**config.mk**
```make
export PLATFORM = sky130hd
export DESIGN_NAME = renode_ahb_subordinate
export DESIGN_NICKNAME = d
export VERILOG_FILES = /design/src/rtl/renode_ahb_pkg.sv /design/src/rtl/renode_ahb_subordinate.sv
export SDC_FILE = /design/constraint.sdc
export NUM_CORES = 1
export LEC_CHECK = 0
export BUFFER_PORTS_ARGS = -buffer_cell sky130_fd_sc_hd__buf_2
export CAP_MARGIN = 30
export CORE_AREA = 4 4 118 120
export DETAILED_ROUTE_END_ITERATION = 10
export DIE_AREA = 0 0 122 124
export PLACE_DENSITY = 0.67
export SLEW_MARGIN = 20
export SYNTH_ARGS = -nofsm -noshare
export SYNTH_HDL_FRONTEND = slang
export SYNTH_SLANG_ARGS = --single-unit
```
**constraint.sdc**
```tcl
create_clock -name HCLK -period 2.08 [get_ports HCLK]
set_input_delay 0.208 -clock HCLK [delete_from_list [all_inputs] [get_ports HCLK]]
set_output_delay 0.208 -clock HCLK [all_outputs]
set_load 0.01 [all_outputs]
```
**src/rtl/renode_ahb_pkg.sv**
```systemverilog
// AHB-Lite encodings shared by the host-bridged subordinate and its bench.
package renode_ahb_pkg;

  typedef enum logic [1:0] {
    HTRANS_IDLE   = 2'd0,
    HTRANS_BUSY   = 2'd1,
    HTRANS_NONSEQ = 2'd2,
    HTRANS_SEQ    = 2'd3
  } htrans_e;

  typedef enum logic [2:0] {
    HSIZE_BYTE  = 3'd0,
    HSIZE_HALF  = 3'd1,
    HSIZE_WORD  = 3'd2,
    HSIZE_DWORD = 3'd3
  } hsize_e;

  typedef enum logic {
    HRESP_OKAY  = 1'b0,
    HRESP_ERROR = 1'b1
  } hresp_e;

  // Sizes above a doubleword are rejected elsewhere, so the low three address bits suffice.
  function automatic logic addr_aligned(input logic [2:0] addr_lo, input logic [2:0] size);
    logic [2:0] mask;
    mask = (3'd1 << size) - 3'd1;
    return (addr_lo & mask) == 3'd0;
  endfunction

endpackage

```
**src/rtl/renode_ahb_subordinate.sv**
```systemverilog
// AHB-Lite subordinate forwarding each transfer to a host over req_valid/req_ready plus a pulsed response.
// Data phase >= 3 cycles (reads) / 4 (writes); waits while the host stalls; two-cycle ERROR on fault or timeout.
module renode_ahb_subordinate
  import renode_ahb_pkg::*;
#(
  parameter int ADDR_WIDTH     = 32,
  parameter int DATA_WIDTH     = 32,
  parameter int TIMEOUT_CYCLES = 1024
) (
  input  logic                  HCLK,
  input  logic                  HRESETn,
  input  logic                  HSEL,
  input  logic [ADDR_WIDTH-1:0] HADDR,
  input  logic [1:0]            HTRANS,
  input  logic                  HWRITE,
  input  logic [2:0]            HSIZE,
  input  logic [2:0]            HBURST,
  input  logic [DATA_WIDTH-1:0] HWDATA,
  input  logic                  HREADY,
  output logic                  HREADYOUT,
  output logic                  HRESP,
  output logic [DATA_WIDTH-1:0] HRDATA,
  output logic                  req_valid,
  input  logic                  req_ready,
  output logic                  req_write,
  output logic [ADDR_WIDTH-1:0] req_addr,
  output logic [DATA_WIDTH-1:0] req_wdata,
  output logic [2:0]            req_size,
  input  logic                  resp_valid,
  input  logic [DATA_WIDTH-1:0] resp_rdata,
  input  logic                  resp_error
);

  typedef enum logic [2:0] {IDLE, WDATA, REQ, WAIT_RESP, DONE, ERR1, ERR2} state_e;

  localparam logic [2:0]       MAX_SIZE = (DATA_WIDTH == 64) ? HSIZE_DWORD : HSIZE_WORD;
  localparam int               CNT_W    = (TIMEOUT_CYCLES > 1) ? $clog2(TIMEOUT_CYCLES) : 1;
  localparam logic [CNT_W-1:0] CNT_LAST = CNT_W'((TIMEOUT_CYCLES > 0) ? TIMEOUT_CYCLES - 1 : 0);

  state_e                state_q, state_d;
  logic [ADDR_WIDTH-1:0] addr_q, addr_d;
  logic                  write_q, write_d;
  logic [2:0]            size_q, size_d;
  logic [DATA_WIDTH-1:0] wdata_q, wdata_d;
  logic [DATA_WIDTH-1:0] rdata_q, rdata_d;
  logic [CNT_W-1:0]      cnt_q, cnt_d;
  logic                  hreadyout_q, hreadyout_d;
  logic                  hresp_q, hresp_d;
  logic                  req_valid_q, req_valid_d;
  logic                  accept;
  logic                  xfer_legal;
  logic                  timeout_hit;
  logic                  unused_ok;

  // NONSEQ and SEQ both carry HTRANS[1]; new address phases are only taken while the bus sees us ready.
  assign accept      = HSEL && HREADY && HTRANS[1] &&
                       (state_q == IDLE || state_q == DONE || state_q == ERR2);
  assign xfer_legal  = (HSIZE <= MAX_SIZE) && addr_aligned(HADDR[2:0], HSIZE);
  assign timeout_hit = (TIMEOUT_CYCLES != 0) && (cnt_q == CNT_LAST);
  assign unused_ok   = ^{HBURST, HTRANS[0]};

  always_comb begin
    state_d = state_q;
    addr_d  = addr_q;
    write_d = write_q;
    size_d  = size_q;
    wdata_d = wdata_q;
    rdata_d = rdata_q;
    cnt_d   = cnt_q;

    unique case (state_q)
      IDLE, DONE, ERR2: begin
        state_d = IDLE;
        if (accept) begin
          addr_d  = HADDR;
          write_d = HWRITE;
          size_d  = HSIZE;
          if (!xfer_legal)  state_d = ERR1;
          else if (HWRITE)  state_d = WDATA;
          else              state_d = REQ;
        end
      end
      WDATA: begin
        wdata_d = HWDATA;
        state_d = REQ;
      end
      // A request still pending at the deadline is withdrawn rather than handed over late.
      REQ: begin
        if (timeout_hit)    state_d = ERR1;
        else if (req_ready) state_d = WAIT_RESP;
      end
      WAIT_RESP: begin
        if (resp_valid) begin
          if (resp_error) state_d = ERR1;
          else begin
            state_d = DONE;
            rdata_d = write_q ? '0 : resp_rdata;
          end
        end else if (timeout_hit) begin
          state_d = ERR1;
        end
      end
      ERR1:    state_d = ERR2;
      default: state_d = IDLE;
    endcase

    if (state_d == ERR1) rdata_d = '0;

    if (state_d == REQ && state_q != REQ)            cnt_d = '0;
    else if (state_q == REQ || state_q == WAIT_RESP) cnt_d = cnt_q + CNT_W'(1);

    hreadyout_d = (state_d == IDLE) || (state_d == DONE) || (state_d == ERR2);
    hresp_d     = (state_d == ERR1 || state_d == ERR2) ? HRESP_ERROR : HRESP_OKAY;
    req_valid_d = (state_d == REQ);
  end

  always_ff @(posedge HCLK) begin
    if (!HRESETn) begin
      state_q     <= IDLE;
      addr_q      <= '0;
      write_q     <= 1'b0;
      size_q      <= '0;
      wdata_q     <= '0;
      rdata_q     <= '0;
      cnt_q       <= '0;
      hreadyout_q <= 1'b1;
      hresp_q     <= HRESP_OKAY;
      req_valid_q <= 1'b0;
    end else begin
      state_q     <= state_d;
      addr_q      <= addr_d;
      write_q     <= write_d;
      size_q      <= size_d;
      wdata_q     <= wdata_d;
      rdata_q     <= rdata_d;
      cnt_q       <= cnt_d;
      hreadyout_q <= hreadyout_d;
      hresp_q     <= hresp_d;
      req_valid_q <= req_valid_d;
    end
  end

  assign HREADYOUT = hreadyout_q;
  assign HRESP     = hresp_q;
  assign HRDATA    = rdata_q;
  assign req_valid = req_valid_q;
  assign req_write = write_q;
  assign req_addr  = addr_q;
  assign req_wdata = wdata_q;
  assign req_size  = size_q;

endmodule

```
Yosys cells after proc, flatten, opt, wreduce, memory -nomap -nowiden

Cells that the tools add are included.

Bits in registers: 116
Logic and storage cells: 59

Add/sub/neg operators: 2
$lt $le $gt $ge: 1
Equality and inequality tests: 12
Shifts and indexed selects: 1
Muxes and demuxes: 11
Bitwise logic cells: 3
Reduce and logical (&&, ||, !) cells: 19

Operator list:

| kind                                                                             | count |
|---|---|
| 32-bit two-way mux                                                               | 1 |
| 3-bit equality test, second input constant                                       | 6 |
| 3-bit two-way mux                                                                | 6 |
| 3-bit one-hot mux with 5 select lines                                            | 1 |
| 10-bit by 1-bit adder with 10-bit output, second input constant                  | 1 |
| 10-bit equality test, second input constant                                      | 1 |
| 3-bit by 2-bit equality test with 1-bit output, second input constant            | 3 |
| 3-bit logical NOT                                                                | 3 |
| 1-bit logical OR                                                                 | 6 |
| 1-bit logical AND                                                                | 5 |
| 2-bit OR reduction                                                               | 2 |
| 3-bit AND                                                                        | 1 |
| 3-bit by 1-bit equality test with 1-bit output, second input constant            | 1 |
| 3-bit by 2-bit less-or-equal comparator with 1-bit output, second input constant | 1 |
| 3-bit by 2-bit != test with 1-bit output, second input constant                  | 1 |
| 3-bit AND reduction                                                              | 1 |
| 3-bit OR reduction                                                               | 1 |
| 1-bit by 3-bit left shift with 3-bit output, first input constant                | 1 |
| 3-bit by 1-bit subtractor with 3-bit output, second input constant               | 1 |
| 1-bit two-way mux                                                                | 2 |
| 2-bit two-way mux                                                                | 1 |
| 1-bit inverter                                                                   | 2 |
| 2-bit AND reduction                                                              | 1 |

Depth between registers and ports, before layout

Gate-level depths: netlist of run 1.

Depth in word-level cells: 11
Gate-level depth with buffers: 7
Depth with buffers taken out: 6

Worst setup path after synthesis of run 1

OpenSTA, ideal clock, no wires.

Path kind: register -> register
Start point: register cnt_q[0]
End point: register rdata_q[0] (netlist: HRDATA[0])
Arrival: 1.583 ns
Data required time: 1.966 ns
Setup slack: 0.383 ns
Stages on the path, launching flop included: 8
Period minus slack after synthesis: 1.697 ns
Cells stage by stage: dfxtp_1 ha_1 nand4b_1 or2_2 o211a_1 o21ai_4 buf_6 nor2_1

Longest elaborated chain between the ends: 6

Ends and longest elaborated chain:

| what                                      | RTL line                      | RTL |
|---|---|---|
| from (decl)                               | renode_ahb_subordinate.sv:46  | `logic [CNT_W-1:0] cnt_q, cnt_d;` |
| from (signal assigned)                    | renode_ahb_subordinate.sv:136 | `cnt_q <= cnt_d;` |
| 10-bit equality test (*)                  | renode_ahb_subordinate.sv:59  | `assign timeout_hit = (TIMEOUT_CYCLES != 0) && (cnt_q == CNT_LAST);` |
| 3-bit two-way mux                         | renode_ahb_subordinate.sv:99  | `end else if (timeout_hit) begin` |
| 3-bit two-way mux                         | renode_ahb_subordinate.sv:93  | `if (resp_valid) begin` |
| 3-bit one-hot mux with 5 select lines (*) | renode_ahb_subordinate.sv:71  | `unique case (state_q)` |
| 3-bit equality test (*)                   | renode_ahb_subordinate.sv:107 | `if (state_d == ERR1) rdata_d = '0;` |
| 2-bit OR reduction (no line) (*)          | -                             |  |
| to (signal assigned)                      | renode_ahb_subordinate.sv:135 | `rdata_q <= rdata_d;` |
| to (decl)                                 | renode_ahb_subordinate.sv:45  | `logic [DATA_WIDTH-1:0] rdata_q, rdata_d;` |

Mark *: on every way between the ends. The rest lies on a longest branch, timed or not.
A chain may end at the register's enable or synchronous reset.

Worst setup path in the final report of run 1

Start point: register cnt_q[0]
End point: register rdata_q[27] (netlist: HRDATA[27])

The elaborated chain is that of the path after synthesis.

==> run_results.csv, run 1 <==
group,metric,value,unit
outcome,status,"complete, no violations",
timing,finalSetupViolations,0,
critical_path,crit_path_start,"cnt_q[0]",
clock_network,postCtsSetupBuffers,0,
critical_path,startpoint_type,"flop",
yosys,ys_seq_elements,116,
drt,antenna_left,0,
critical_path,cp_data_arrival_time,2.09,ns
clock_network,cts_tree,"yes",
cells_and_area,fin_nets,849,
power,peakVddDrop,583.1,µV
cells_and_area,area_growth,40.92,%
yosys,syn_nets,647,
clock_network,cts_buffers,17,
drt,avgViaCountPerCell,4.516,
yosys,synth-simple-area-share,26.92,%
drt,num_vias,4173,
die,die_w,122,µm
die,start_util,34.23,%
critical_path,cp-end-kind,"flop",
power,p_leak,0.002775,µW
yosys,synthDistinctLibCells,44,
grt,gr-total-overflow,0,
drt,wirelength,11730,µm
yosys,synthXorXnorAreaFrac,1.774,%
clock_network,root_buffer,"clkbuf_16",
grt,grt_pass1_wl,18310,µm
yosys,synth-compound-area-share,14.62,%
power,power.density,899.5,mW/mm²
grt,grt_max_degree,69,
yosys,synthAdderAreaFrac,0.2816,%
timing,tightest_slew,0.6213,ns
hold_path,min-delay-start,"HADDR[26]",
critical_path,critical_path_class,"reg -> reg",
critical_path,r2r_slack,0.28,ns
hold_path,hold_class,"in -> reg",
critical_path,rr_endpoint,"HRDATA[27]",
cells_and_area,fin_util,48.24,%
yosys,yosys_most_used_dff,"dfxtp_1",
yosys,syn_inst,534,
clock_network,insertion_delay,0.40,ns
hold_path,holdPathStages,3,
timing,setup_tns,0,ns
drt,wire_per_inst,12.70,µm
yosys,synth_top_family_by_area,"simple AND/OR/NAND/NOR gates",
placement,dpl.hpwl,8320,µm
grt,antenna_found_initial,1,
die,fp.dieArea,0.01513,mm²
die,die_y,124,µm
drt,drc,0,
yosys,yosysWarnings,0,
clock_network,clkTransAtPathRegs,0.05,ns
placement,port_buffers,210,
placement,placed_area,0.005659,mm²
yosys,syn_area,0.004443,mm²
cells_and_area,diodes,0,
die,core_area,0.01298,mm²
timing,min_period,1.802,ns
critical_path,worstReg2RegStart,"cnt_q[0]",
cells_and_area,drive_gt1_share,36.10,%
critical_path,worst_ep_required_time,2.37,ns
yosys,synth_edf_count,0,
grt,grt_pass1_vias,3707,
cells_and_area,instances_no_fill,924,
yosys,synthMuxAreaShare,0,%
clock_network,cts.repair.resized,0,
cells_and_area,n_fill_cell,1301,
die,rows,42,
placement,dp_cells,893,
timing,slew_headroom,58.58,%
yosys,async_flop_share,0,%
timing,timing.final.crit_share,86.61,%
placement,place_congestion,0.7857,
timing,hold_violations,0,
timing,drv_slew,0,
hold_path,min_to,"req_addr[26]",
timing,fmax,555.1,MHz
clock_network,htreeDepth,4,
yosys,seq_area_frac_synth,52.27,%
clock_network,ctsHoldBuffers,0,
cells_and_area,final_cell_area,0.006261,mm²
clock_network,cts.path.max_buffers,2,
timing,skew,0.007117,ns
drt,firstDrtPassIters,4,
yosys,syn_avg_cell_area,8.320,µm²
critical_path,path_max_fanout,32,
critical_path,rr_worst_depth,7,
clock_network,cts_sinks,116,
grt,grt_use_total,15.22,%
timing,rsz0062_at_grt,"no",
run,drv_cap,0,
drt,drt_iter0_drc,216,
die,io_pins,215,
==> critical path, stage by stage (launching register included) <==
cell and delay, ns:
dfxtp_1 0.36, ha_1 0.19, nand4b_1 0.14, or2_2 0.31
o211a_1 0.26, o21ai_4 0.17, buf_12 0.19, nor2_1 0.06
==> cell usage in the layout (no fill, tap or decap), types with 2 or more instances in the layout <==
master and count:
clkinv_2 3, clkinvlp_4 3, o21ai_0 2, nor3b_1 32
nor2_2 10, nand2_1 143, clkbuf_16 17, nand4b_1 2
xor2_1 7, or2_2 3, dfxtp_1 116, xnor2_1 2
a21oi_1 102, nand3b_1 2, buf_2 210, nand2b_1 3
buf_12 3, buf_4 8, nor2b_1 2, nand4_1 2
nand3_1 5, and2_1 3, clkbuf_8 3, clkbuf_1 2
bufinv_16 3, nor2_1 37
==> how the worst max path moves through the flow <==
stage                            end  slack [ns]  depth (start not counted)
after global placement    HRDATA[25]        0.28                          7
after CTS                 HRDATA[15]        0.25                          7
after global routing      HRDATA[19]        0.14                          7
after detailed placement  HRDATA[15]        0.26                          7
after floorplan            HRDATA[0]        0.38                          7
final                     HRDATA[27]        0.28                          7
==> cell families after synthesis <==
group | count (synthesis)
and+or+nand+nor | 252
AOI/OAI and AO/OA | 117
DFF | 116
buffers and inverters | 39
xor gates and xnor gates | 9
adders and majority gates | 1
==> final cells by class <==
class	count	area, µm²	area share (%)
Tap cell	176	220.2	3.517
Timing Repair Buffer	221	1171	18.70
Clock buffer	22	474.2	7.574
Inverter	1	3.754	0.05995
Clock inverter	9	127.6	2.038
Sequential cell	116	2322	37.09
Multi-Input combinational cell	379	1942	31.02
==> per-layer routing <==
| metal | global-route usage, % | wire length [µm] | up-vias |
|---|---|---|---|
| met2 | 22.76 | 5052 | 156 |
| met4 | 5.672 | 157 | 2 |
| met5 | 0 | 7 | - |
| met1 | 19.58 | 5346 | 1825 |
| li1 | - | - | 2173 |
| met3 | 6.449 | 1169 | 17 |
==> synth_stat cells (2+ instances only) <==
master    instances  area [µm²]
xnor2_1           2       17.52
nor3b_1          32       240.2
buf_2             6       30.03
nand4_1           2       12.51
nor2_1           39       146.4
nand2_1         143       536.8
nor2_2            8       50.05
xor2_1            7       61.31
a21oi_1         102       510.5
o21ai_0           2       10.01
clkbuf_1         23       86.33
nand4b_1          2       17.52
buf_1             5       18.77
buf_6             4       45.04
or2_2             3       18.77
and2_1            3       18.77
nor2b_1           2       12.51
nand3_1           5       25.02
dfxtp_1         116        2322
nand2b_1          3       18.77
nand3b_1          2       15.01
==> per-stage QoR <==
step / hold WS [ns] / power (µW) / setup WS [ns]
CTS: 0.01783 / 5725 / 0.2491
floorplan: 0.2842 / 2550 / 0.3832
global route: 0.02275 / 5890 / 0.1356
detailed placement: 0.4431 / 2745 / 0.2562
finish: 0.03710 / 5632 / 0.2784
global placement: 0.4383 / 2742 / 0.2793
==> state kept, by name (all words and copies together) (netlist names) <==
register   flops
state_q        3
req_size       3
req_write      1
HRDATA        32
req_valid      1
req_wdata     32
HREADYOUT      1
cnt_q         10
req_addr      32
HRESP          1
==> where the power goes <==
part           switching, µW  internal (µW)
Combinational            217            179
Clock                    973           1960
Sequential              24.1           2280
Power figures use the tool's default switching activity.
==> run 2, diff against run 1 <==
--- a/config.mk
+++ b/config.mk
@@ -10,6 +10,7 @@
 export CORE_AREA = 4 4 118 120
 export DETAILED_ROUTE_END_ITERATION = 10
 export DIE_AREA = 0 0 122 124
+export GPL_TIMING_DRIVEN = 0
 export PLACE_DENSITY = 0.67
 export SLEW_MARGIN = 20
 export SYNTH_ARGS = -nofsm -noshare
==> constraint.sdc (replaced) <==
create_clock -name HCLK -period 2.1 [get_ports HCLK]
set_input_delay 0.21 -clock HCLK [delete_from_list [all_inputs] [get_ports HCLK]]
set_output_delay 0.21 -clock HCLK [all_outputs]
set_load 0.01 [all_outputs]
==> run_results.csv, run 2 (synthesized netlist as in run 1, its figures left out) <==
group,metric,value,unit
placement,port_buffers,210,
timing,min_period,1.890,ns
drt,antenna_left,0,
grt,gr-total-overflow,0,
critical_path,cp_data_arrival_time,2.18,ns
drt,firstDrtPassIters,4,
clock_network,cts_buffers,17,
cells_and_area,diodes,0,
critical_path,startpoint_type,"flop",
grt,grt_pass1_vias,4069,
drt,avgViaCountPerCell,4.587,
cells_and_area,area_growth,40.30,%
timing,tightest_slew,0.5380,ns
timing,setup_tns,0,ns
clock_network,insertion_delay,0.40,ns
clock_network,cts.path.max_buffers,2,
cells_and_area,layout_commonest_cell,"buf_2",
timing,drv_slew,0,
timing,finalSetupViolations,0,
placement,dpl.hpwl,9647,µm
power,peakVddDrop,460.0,µV
grt,grt_pass1_wl,19490,µm
critical_path,worst_ep_required_time,2.39,ns
clock_network,cts_tree,"yes",
drt,wirelength,12550,µm
placement,dp_cells,920,
hold_path,min-delay-start,"HADDR[19]",
timing,hold_violations,0,
drt,wire_per_inst,13.23,µm
run,drv_cap,0,
die,die_y,124,µm
power,power.density,833.3,mW/mm²
clock_network,cts_sinks,116,
clock_network,ctsHoldBuffers,0,
die,fp.dieArea,0.01513,mm²
cells_and_area,instances_no_fill,949,
clock_network,cts.repair.resized,0,
cells_and_area,fin_util,48.02,%
critical_path,cp-end-kind,"flop",
power,finalPower,5194,µW
die,die_w,122,µm
power,p_leak,0.002755,µW
grt,antenna_found_initial,0,
die,rows,42,
die,start_util,34.23,%
timing,slew_headroom,64.13,%
cells_and_area,final_cell_mix,"buf_2 (216), nand2_1 (143), dfxtp_1 (116)",
cells_and_area,drive_gt1_share,34.15,%
grt,grt_max_degree,17,
grt,grt_use_total,16.33,%
critical_path,crit_path_start,"cnt_q[0]",
hold_path,hold_class,"in -> reg",
outcome,status,"complete, no violations",
critical_path,worstReg2RegStart,"cnt_q[0]",
clock_network,root_buffer,"clkbuf_16",
critical_path,path_max_fanout,10,
clock_network,htreeDepth,4,
die,core_area,0.01298,mm²
critical_path,critical_path_class,"reg -> reg",
die,io_pins,215,
timing,fmax,529.1,MHz
timing,skew,0.004283,ns
clock_network,postCtsSetupBuffers,0,
timing,rsz0062_at_grt,"no",
drt,drc,0,
drt,drt_iter0_drc,207,
timing,timing.final.crit_share,90.00,%
placement,place_congestion,0.8224,
clock_network,clkTransAtPathRegs,0.05,ns
drt,num_vias,4353,
cells_and_area,fin_nets,876,
==> run 2: cell count changes in the layout (fill, tap and decap cells not counted), sizes merged <==
cell,change
clkinv,+1
clkinvlp,-2
buf,+4
bufinv,-3
clkbuf,+25
==> run 2: layer usage <==
metal  up-vias  wire [µm]  global-route usage, %
met4         0        148                  6.723
li1       2228          -                      -
met2       171       5765                  25.97
met1      1943       5402                  19.58
met5         -          0                      0
met3        11       1237                  6.812
==> run 2: path summary, 6_finish.rpt <==
kind	end	slack [ns]	cells past startpoint
min reg2reg	req_wdata[1]	0.45	2
max reg2reg	HRDATA[25]	0.21	7
max	HRDATA[25]	0.21	7
min	req_addr[19]	0.04	3
==> run 2: power breakdown <==
group	leakage, µW	internal [µW]	total, µW	switching, µW
combinational	0.00156	179	399	220
clock	0.000258	1600	2510	914
sequential	0.000938	2260	2280	25.4
==> run 2: layout make-up <==
type | count | area [µm²]
flip-flops and latches | 116 | 2322
multi-input cells | 379 | 1937
clock buffers | 24 | 491.7
fillers | 1342 | 6746
clock inverters | 5 | 27.53
well taps | 176 | 220.2
plain buffers | 38 | 180.2
inverters | 1 | 3.754
repair buffers | 210 | 1051
==> run 2: worst max-delay path, stage by stage, from the launching register on <==
cell	delay, ns
dfxtp_1	0.36
ha_1	0.20
nand4b_1	0.16
or2_2	0.32
o211a_1	0.26
o21ai_4	0.26
buf_6	0.18
nor2_1	0.05
==> run 2: per-stage QoR <==
stage	instance area, µm²	hold slack (ns)	setup WS, ns
global route	6233	0.02514	0.01522
global placement	5714	0.4395	0.2099
floorplan	4443	0.2862	0.4032
detailed placement	5714	0.4431	0.1779
CTS	6233	0.02104	0.1679
finish	6233	0.04500	0.2100
==> run 3, diff against run 2 <==
--- a/config.mk
+++ b/config.mk
@@ -7,11 +7,13 @@
 export LEC_CHECK = 0
 export BUFFER_PORTS_ARGS = -buffer_cell sky130_fd_sc_hd__buf_2
 export CAP_MARGIN = 30
+export CELL_PAD_IN_SITES_DETAIL_PLACEMENT = 1
+export CELL_PAD_IN_SITES_GLOBAL_PLACEMENT = 1
 export CORE_AREA = 4 4 118 120
 export DETAILED_ROUTE_END_ITERATION = 10
 export DIE_AREA = 0 0 122 124
 export GPL_TIMING_DRIVEN = 0
-export PLACE_DENSITY = 0.67
+export PLACE_DENSITY = 0.88
 export SLEW_MARGIN = 20
 export SYNTH_ARGS = -nofsm -noshare
 export SYNTH_HDL_FRONTEND = slang
==> run_results.csv, run 3 (synthesized netlist as in run 1, its figures left out) <==
group,metric,value,unit
outcome,status,"complete, no violations",
power,p_sw,1177,µW
clock_network,insertion_delay,0.40,ns
power,p_clk_share,51.0,%
clock_network,postCtsSetupBuffers,0,
die,core_area,0.01298,mm²
drt,wirelength,13920,µm
timing,setup_tns,0,ns
clock_network,root_buffer,"clkbuf_16",
critical_path,worst_ep_required_time,2.43,ns
drt,avgViaCountPerCell,4.734,
power,p_leak,0.002782,µW
die,io_pins,215,
clock_network,cts_buffers,17,
clock_network,cts_tree,"yes",
power,pwr-share-seq,41.6,%
drt,antenna_left,0,
critical_path,path_max_fanout,10,
timing,hold_violations,0,
timing,skew,0.008098,ns
clock_network,cts_sinks,116,
clock_network,htreeDepth,4,
clock_network,clkTransAtPathRegs,0.05,ns
clock_network,cts.path.max_buffers,2,
critical_path,critical_path_class,"reg -> reg",
drt,drt_iter0_drc,140,
placement,dpl.hpwl,10710,µm
grt,grt_use_total,18.21,%
power,intPower,4309,µW
die,die_y,124,µm
timing,tightest_slew,0.5683,ns
timing,drv_slew,0,
critical_path,cp_data_arrival_time,2.26,ns
timing,timing.final.crit_share,91.84,%
timing,min_period,1.929,ns
drt,num_vias,4483,
die,die_w,122,µm
hold_path,hold_class,"in -> reg",
drt,drc,0,
drt,wire_per_inst,14.69,µm
cells_and_area,fin_nets,876,
critical_path,startpoint_type,"flop",
cells_and_area,area_growth,41.37,%
power,combPwrFrac,7.4,%
power,power.density,873.3,mW/mm²
timing,rsz0062_at_grt,"no",
grt,gr-total-overflow,0,
placement,place_congestion,0.7867,
run,drv_cap,0,
placement,port_buffers,210,
drt,firstDrtPassIters,4,
power,switching_share,21.45,%
timing,slew_headroom,62.12,%
timing,finalSetupViolations,0,
cells_and_area,fin_util,48.39,%
grt,grt_pass1_wl,21800,µm
grt,grt_max_degree,17,
power,peakVddDrop,479.3,µV
die,fp.dieArea,0.01513,mm²
grt,antenna_found_initial,0,
critical_path,cp-end-kind,"flop",
die,start_util,34.23,%
cells_and_area,drive_gt1_share,34.42,%
cells_and_area,final_cell_mix,"buf_2 (216), nand2_1 (143), dfxtp_1 (116)",
die,rows,42,
timing,fmax,518.5,MHz
grt,grt_pass1_vias,4620,
cells_and_area,layout_commonest_cell,"buf_2",
## run 3: timing repair
item,CTS,global route
gates resized for setup,0,1
hold buffers,0,0
setup endpoints to repair,0,7
## run 3: worst paths after layout
path	startpoint	end	slack, ns	cells after the start
max reg2reg	state_q[0]	req_addr[21]	0.17	6
min	HADDR[2]	req_addr[2]	0.04	3
max	state_q[0]	req_addr[21]	0.17	6
min reg2reg	req_addr[26]	req_addr[26]	0.45	2
## run 3: worst max-delay path: stages (launching register included)
cell      delay [ns]
dfxtp_1         0.50
nand4b_1        0.24
nand2b_1        0.21
buf_2           0.26
buf_1           0.38
nand2_1         0.10
a21oi_1         0.15
## run 3: area by class of cell
type / count / area (µm²)
multi-input combinational: 379 / 1937
antenna: 1 / 2.502
buffer: 38 / 181.4
tap: 176 / 220.2
inverter: 1 / 3.754
sequential: 116 / 2322
timing repair buffer: 210 / 1051
fill: 1632 / 6699
clock buffer: 19 / 452.9
clock inverter: 7 / 110.1
## run 3: layer usage
metal,vias up,global-route usage [%],routed length (µm),part of all wire (%)
met3,20,7.221,1254,9.0
li1,2231,-,-,-
met1,2075,21.07,5778,42
met5,-,0,0,0
met4,0,7.493,216,1.6
met2,157,30.18,6666,48
## run 3: power by group through the flow
stage	registers [µW]	clock network (µW)	logic [µW]
floorplan	2350	0	180
global placement	2320	0	406
detailed placement	2330	0	411
CTS	2280	2870	414
global route	2290	2970	454
finish	2280	2800	407
## run 3: through the flow
step | setup slack [ns] | area [µm²] | power [µW] | hold WS [ns] | cells
after floorplan | 0.4032 | 4443 | 2526 | 0.2862 | 534
after global placement | 0.2295 | 5714 | 2728 | 0.4385 | 920
after detailed placement | 0.1767 | 5714 | 2737 | 0.4434 | 920
after CTS | 0.1333 | 6277 | 5567 | 0.02028 | 946
after global routing | 0.001800 | 6279 | 5713 | 0.03477 | 946
final | 0.1713 | 6281 | 5485 | 0.03632 | 947
